`src/rtl/sr_flag_bank_arbiter_if.sv`:
```
// Requester-side bus of the S-R flag bank arbiter: per-requester commands in,
// one-hot completion pulses and the flag bank state out.
interface sr_flag_bank_arbiter_if #(
  parameter int NREQ   = 4,
  parameter int NFLAGS = 8,
  parameter int IDXW   = 3
);
  logic [NREQ-1:0]      req;
  logic [NREQ-1:0]      req_s;
  logic [NREQ-1:0]      req_r;
  logic [NREQ*IDXW-1:0] req_idx;
  logic [NREQ-1:0]      gnt;
  logic [NREQ-1:0]      err;
  logic                 busy;
  logic [NFLAGS-1:0]    q;
  logic [NFLAGS-1:0]    q_bar;

  modport master (
    output req, req_s, req_r, req_idx,
    input  gnt, err, busy, q, q_bar
  );

  modport slave (
    input  req, req_s, req_r, req_idx,
    output gnt, err, busy, q, q_bar
  );
endinterface

```
`src/rtl/sr_flag_bank_arbiter.sv`:
```
// Round-robin shared S-R flag bank: one granted command per two cycles,
// illegal S=R=1 and out-of-range indices are rejected with an err pulse.
module sr_flag_bank_arbiter #(
  parameter int NREQ   = 4,
  parameter int NFLAGS = 8,
  parameter int IDXW   = 3
) (
  input logic                   clk,
  input logic                   reset,
  sr_flag_bank_arbiter_if.slave bus
);

  localparam int PW = (NREQ > 1) ? $clog2(NREQ) : 1;

  typedef enum logic {IDLE, APPLY} state_t;

  state_t            state, state_next;
  logic [PW-1:0]     ptr, ptr_next;
  logic [PW-1:0]     win;
  logic              win_found;
  logic [PW-1:0]     cand;
  int                sum;

  logic [PW-1:0]     w_p0;
  logic              s_p0, r_p0;
  logic [IDXW-1:0]   idx_p0;

  logic [NREQ-1:0]   gnt, err;
  logic              busy;
  logic [NFLAGS-1:0] q, q_bar, q_next;

  function automatic logic cmd_illegal(input logic s, input logic r,
                                       input logic [IDXW-1:0] idx);
    cmd_illegal = (s && r) || (int'(idx) >= NFLAGS);
  endfunction

  function automatic logic [NFLAGS-1:0] apply_cmd(input logic [NFLAGS-1:0] cur,
                                                  input logic s, input logic r,
                                                  input logic [IDXW-1:0] idx);
    apply_cmd = cur;
    if (!cmd_illegal(s, r, idx) && (s ^ r))
      apply_cmd[idx] = s;
  endfunction

  // Scan ptr, ptr+1, ... with wrap; first requester found wins.
  always_comb begin
    win       = '0;
    win_found = 1'b0;
    cand      = '0;
    sum       = 0;
    for (int k = 0; k < NREQ; k++) begin
      sum = int'(ptr) + k;
      if (sum >= NREQ) sum = sum - NREQ;
      cand = sum[PW-1:0];
      if (!win_found && bus.req[cand]) begin
        win_found = 1'b1;
        win       = cand;
      end
    end
  end

  always_comb begin
    state_next = state;
    ptr_next   = ptr;
    case (state)
      IDLE: begin
        if (win_found) begin
          state_next = APPLY;
          ptr_next   = (win == PW'(NREQ - 1)) ? '0 : win + PW'(1);
        end
      end
      APPLY:   state_next = IDLE;
      default: state_next = IDLE;
    endcase
  end

  assign q_next = apply_cmd(q, s_p0, r_p0, idx_p0);

  // p0: command latched at the IDLE->APPLY edge, applied at the APPLY->IDLE edge
  always_ff @(posedge clk) begin
    if (reset) begin
      state  <= IDLE;
      ptr    <= '0;
      gnt    <= '0;
      err    <= '0;
      busy   <= 1'b0;
      q      <= '0;
      q_bar  <= '1;
      w_p0   <= '0;
      s_p0   <= 1'b0;
      r_p0   <= 1'b0;
      idx_p0 <= '0;
    end else begin
      state <= state_next;
      ptr   <= ptr_next;
      busy  <= (state_next == APPLY);
      gnt   <= '0;
      err   <= '0;
      if (state == IDLE && win_found) begin
        w_p0   <= win;
        s_p0   <= bus.req_s[win];
        r_p0   <= bus.req_r[win];
        idx_p0 <= bus.req_idx[win*IDXW +: IDXW];
      end
      if (state == APPLY) begin
        gnt[w_p0] <= 1'b1;
        err[w_p0] <= cmd_illegal(s_p0, r_p0, idx_p0);
        q         <= q_next;
        q_bar     <= ~q_next;
      end
    end
  end

  assign bus.gnt   = gnt;
  assign bus.err   = err;
  assign bus.busy  = busy;
  assign bus.q     = q;
  assign bus.q_bar = q_bar;

endmodule

```
`src/flat_wrapper.sv`:
```
// flat-port wrapper written by rule: the top's interface ports become plain ports
module sr_flag_bank_arbiter_flat 
#(
  parameter int NREQ   = 4,
  parameter int NFLAGS = 8,
  parameter int IDXW   = 3
)
  (clk, reset, bus_req, bus_req_s, bus_req_r, bus_req_idx, bus_gnt, bus_err, bus_busy, bus_q, bus_q_bar);
  sr_flag_bank_arbiter_if #(.NREQ(NREQ), .NFLAGS(NFLAGS), .IDXW(IDXW)) bus_i ();
  input logic clk;
  input logic reset;
  input wire logic [$bits(bus_i.req)-1:0] bus_req;
  input wire logic [$bits(bus_i.req_s)-1:0] bus_req_s;
  input wire logic [$bits(bus_i.req_r)-1:0] bus_req_r;
  input wire logic [$bits(bus_i.req_idx)-1:0] bus_req_idx;
  output wire logic [$bits(bus_i.gnt)-1:0] bus_gnt;
  output wire logic [$bits(bus_i.err)-1:0] bus_err;
  output wire logic [$bits(bus_i.busy)-1:0] bus_busy;
  output wire logic [$bits(bus_i.q)-1:0] bus_q;
  output wire logic [$bits(bus_i.q_bar)-1:0] bus_q_bar;
  assign bus_i.req = bus_req;
  assign bus_i.req_s = bus_req_s;
  assign bus_i.req_r = bus_req_r;
  assign bus_i.req_idx = bus_req_idx;
  assign bus_gnt = bus_i.gnt;
  assign bus_err = bus_i.err;
  assign bus_busy = bus_i.busy;
  assign bus_q = bus_i.q;
  assign bus_q_bar = bus_i.q_bar;
  sr_flag_bank_arbiter #(.NREQ(NREQ), .NFLAGS(NFLAGS), .IDXW(IDXW)) u_core (.clk(clk), .reset(reset), .bus(bus_i));
endmodule
```
`config.mk`:
```
export PLATFORM = sky130hd
export DESIGN_NAME = sr_flag_bank_arbiter_flat
export DESIGN_NICKNAME = d
export VERILOG_FILES = /design/src/rtl/sr_flag_bank_arbiter_if.sv /design/src/rtl/sr_flag_bank_arbiter.sv /design/src/flat_wrapper.sv
export SDC_FILE = /design/constraint.sdc
export NUM_CORES = 1
export LEC_CHECK = 0
export CAP_MARGIN = 40
export CELL_PAD_IN_SITES_DETAIL_PLACEMENT = 1
export CELL_PAD_IN_SITES_GLOBAL_PLACEMENT = 1
export CORE_MARGIN = 4
export CORE_UTILIZATION = 30
export DETAILED_ROUTE_END_ITERATION = 16
export PLACE_DENSITY_LB_ADDON = 0.3
export SETUP_SLACK_MARGIN = 0.15
export SKIP_LAST_GASP = 1
export SYNTH_ARGS = -nofsm -noshare
export SYNTH_HDL_FRONTEND = slang
export SYNTH_SLANG_ARGS = --single-unit
```
`constraint.sdc`:
```
create_clock -name clk -period 1.4 [get_ports clk]
set_input_delay 0.28 -clock clk [delete_from_list [all_inputs] [get_ports clk]]
set_output_delay 0.28 -clock clk [all_outputs]
set_load 0.01 [all_outputs]
```
==> flow_metrics.env <==
export IMPL_finish_net_count=253
export IMPL_run_status="complete, but fails checks"
export IMPL_critical_path_cell_chain="nor2b_4 > a21oi_4 > o221ai_4 > buf_6 > buf_12 > mux2i_4 > o221ai_1"
export IMPL_cp_num_cells=7
export IMPL_total_routing_usage_reported_by_global_routing_pct=15.2
export IMPL_drt_wl_total_um=4680
export IMPL_final_core_utilization_pct=50.9
export IMPL_synth_async_reset_ratio_pct=0
export IMPL_post_synth_inst_count=161
export IMPL_cts_tree="done"
export IMPL_pre_cts_ws_ns=-0.518
export IMPL_portBuffers=50
export IMPL_post_synth_instance_area_sq_um=1530
export IMPL_route_detailed_drc=0
export IMPL_yosysWarningCount=0
export IMPL_timing_rr_start="u_core.ptr[0]"
export IMPL_synth_most_common_cell="sky130_fd_sc_hd__dfxtp_1"
export IMPL_h_tree_depth=2
export IMPL_data_required_critical_path_ns=1.55
export IMPL_clock_skew_final_ns=0.00424
export IMPL_synthesis_area_per_instance_sq_um=9.51
export IMPL_critical_path_n_buffers_inverters=2
export IMPL_hold_path_class="register to register"
export IMPL_first_pass_grt_wire_length_um=7450
export IMPL_num_antenna_cells=0
export IMPL_synth_top_cells_by_count="sky130_fd_sc_hd__dfxtp_1 (34), sky130_fd_sc_hd__mux2i_1 (18), sky130_fd_sc_hd__a21oi_1 (12), sky130_fd_sc_hd__nor2_1 (12)"
export IMPL_finish_cell_count_without_fillers=294
export IMPL_wire_per_inst_um=15.9
export IMPL_slowest_stage="sky130_fd_sc_hd__dfxtp_4"
export IMPL_syn_num_nets=188
export IMPL_violated_checks="setup timing"
export IMPL_number_of_nets_with_antenna_violations_after_routing=0
export IMPL_die_w_um=79.5
export IMPL_ff2ff_path_depth=7
export IMPL_timing_critical_path_arrival_ns=1.64
export IMPL_worstSetupStartpointType="register"
export IMPL_yosys_area_share_simple_pct=17.0
export IMPL_final_period_minus_worst_setup_slack_ns=1.49
export IMPL_syn2layout_area_growth_pct=61.1
export IMPL_flip_flop_and_latch_count_after_synthesis=34
export IMPL_cpLargestDelayFamily="flip-flops"
export IMPL_yosys_mux_area_fraction_pct=11.8
export IMPL_r2r_setup_slack_ns=-0.09
export IMPL_largest_net_degree_at_the_start_of_global_routing=26
export IMPL_ys_seq_area_share_pct=44.4
export IMPL_timing_max_slew_rel_slack_pct=69.7
export IMPL_fraction_of_the_mapped_netlist_area_in_adder_cells_pct=0.817
export IMPL_io_pins=51
export IMPL_worst_setup_path_type="register to register"
export IMPL_worst_setup_path_startpoint="u_core.ptr[0]"
export IMPL_final_layout_size_suffix_gt1_share_pct=28.6
export IMPL_clkSinkCount=34
export IMPL_setup_viol_count_final=12
export IMPL_netlist_top_cell_by_area="sky130_fd_sc_hd__dfxtp_1"
export IMPL_synth_cell_type_count=32
export IMPL_hold_viol_final=0
export IMPL_worstMarginPinSlew_ns=0.454
export IMPL_nFillCells=550
export IMPL_vdd_ir_drop_max_mv=0.702
export IMPL_dieHeight_um=79.5
export IMPL_tns_ns=-0.536
export IMPL_ctsRootBufferMaster="sky130_fd_sc_hd__clkbuf_8"
export IMPL_end_kind="register"
export IMPL_place_hpwl_um=3370
export IMPL_via_count_of_the_first_global_routing_pass=1535
export IMPL_worstPathMaxFanout=6
export IMPL_synth_top_family_by_area="compound AO/OA/AOI/OAI gates"
export IMPL_numCtsBuffers=5
export IMPL_synth_top_area_share_pct=44.4
export IMPL_viasPerCell=4.80
export IMPL_globalplace_congestion=0.740
export IMPL_globalRoute_totalOverflow=0
export IMPL_insertion_delay_ns=0.28
export IMPL_synth_compound_area_share_pct=19.7
export IMPL_cts_max_path_buffers=2
export IMPL_ys_flop_type="sky130_fd_sc_hd__dfxtp_1"
export IMPL_synth_area_leaders="sky130_fd_sc_hd__dfxtp_1 (44%), sky130_fd_sc_hd__mux2i_1 (12%), sky130_fd_sc_hd__a21oi_1 (3.9%)"
export IMPL_finalWorstSetupSlack_ns=-0.0861
export IMPL_powerDensity_nw_per_um2=1120
export IMPL_regToRegEndpoint="u_core.idx_p0[1]"
export IMPL_rows=25
export IMPL_drtIter0Drc=38
export IMPL_synth_edff_count=0
export IMPL_leak_uw=0.00106
export IMPL_antenna_found_initial=0
export IMPL_crit_path_max_incr_delay_ns=0.37
export IMPL_crit_end="u_core.idx_p0[1]"
export IMPL_route_vias_total=1411
export IMPL_initial_core_util_pct=31.6
export IMPL_timing_fmax_mhz=673
export IMPL_rsz_0062_raised_after_global_routing="true"
export IMPL_placeableCoreArea_sq_um=4850
export IMPL_report_final_slew_viol_count=0
export IMPL_cts_reportedPaths_clkPinSlew_ns=0.07
export IMPL_dpl_cell_count=280
export IMPL_max_cap_violations=0
export IMPL_drtPass1Iterations=4
export IMPL_post_route_period_util_pct=106
export IMPL_fp_dieArea_sq_um=6310
export IMPL_postCtsHoldBufs=0
export IMPL_yosys_area_share_xor_xnor_pct=0.572
export IMPL_totalPowerFinal_uw=2760
-- worst register-to-register path: cells and delay by family, from the launching register on --
family / cells / cell delay, ns
AO/OA/AOI/OAI: 3 / 0.36
buffers and inverters: 2 / 0.26
flip-flops: 1 / 0.37
multiplexers: 1 / 0.21
AND/OR/NAND/NOR: 1 / 0.16
-- registers in the layout (all words and copies together), names as in the netlist --
name	flops
u_core.bus.err	4
u_core.bus.gnt	4
u_core.bus.q	8
u_core.bus.q_bar	8
u_core.idx_p0	3
u_core.ptr	2
u_core.r_p0	1
u_core.s_p0	1
u_core.state	1
u_core.w_p0	2
-- cell families after synthesis --
group	Yosys count
adder cells (fa/ha/maj)	1
AND/OR/NAND/NOR	44
AO/OA/AOI/OAI	43
XOR/XNOR	1
buffers and inverters	20
multiplexers	18
flip-flops	34
-- placed cells by master (no fill, tap or decap), drive strengths merged, types with 2 or more instances in the layout --
master / synthesis / final
nand2b: 4 / 4
nor3: 4 / 4
o21ai: 11 / 11
dlygate4sd2: 0 / 26
nand2: 9 / 9
dfxtp: 34 / 34
inv: 10 / 10
nor2b: 3 / 3
buf: 5 / 18
clkdlybuf4s50: 0 / 21
mux2i: 18 / 18
clkbuf: 5 / 9
nand3b: 6 / 6
nor3b: 2 / 2
o21a: 8 / 8
a21oi: 13 / 13
nand4b: 2 / 2
nor2: 13 / 13
o221ai: 6 / 6
-- per-layer routing --
metal | share of wire, % | vias to the layer above | track usage (%)
met1 | 44 | 669 | 17.1
met4 | 1.4 | 0 | 6.19
met5 | 0 | - | 0
met3 | 5.0 | 6 | 4.06
li1 | - | 695 | -
met2 | 50 | 41 | 26.9
-- repair_timing --
action | 4_1_cts | 5_1_grt
endpoints found under the setup margin | 51 | 27
gates resized for setup | 47 | 32
gates cloned | 1 | 0
setup buffers | 2 | 3
pin swaps | 8 | 8
-- stage by stage --
stage / cell area (sq um) / hold WS (ns)
3_3_place_gp: 2200 / 0.431
4_1_cts: 2360 / 0.448
5_1_grt: 2470 / 0.456
2_1_floorplan: 1570 / 0.362
3_5_place_dp: 2200 / 0.438
6_report: 2470 / 0.442
-- worst min path at each step --
| stage | end | cells past startpoint | slack, ns | startpoint |
|---|---|---|---|---|
| 2_1_floorplan | u_core.state | 1 | 0.36 | reset |
| 3_3_place_gp | u_core.bus.q_bar[2] | 2 | 0.43 | u_core.bus.q_bar[2] |
| 3_5_place_dp | u_core.bus.q_bar[2] | 2 | 0.44 | u_core.bus.q_bar[2] |
| 4_1_cts | u_core.bus.q_bar[5] | 2 | 0.45 | u_core.bus.q_bar[5] |
| 5_1_grt | u_core.bus.q_bar[3] | 2 | 0.46 | u_core.bus.q_bar[3] |
| 6_report | u_core.bus.q_bar[3] | 2 | 0.44 | u_core.bus.q_bar[3] |
-- power by group --
part           leakage [uW]  internal (uW)  switching (uW)  total, uW
Clock             0.0000482            396             339        736
Combinational      0.000731            470             379        848
Sequential         0.000282           1060             110       1170
-- layout make-up --
| type | count | area, sq um | area share [%] |
|---|---|---|---|
| clock buffer | 7 | 86.3 | 3.50 |
| clock inverter | 1 | 5.00 | 0.203 |
| inverter | 10 | 37.5 | 1.52 |
| multi-input combinational | 107 | 920 | 37.3 |
| sequential | 34 | 691 | 28.0 |
| tap | 67 | 83.8 | 3.40 |
| timing repair buffer | 68 | 644 | 26.1 |
Power figures use the tool's default switching activity.
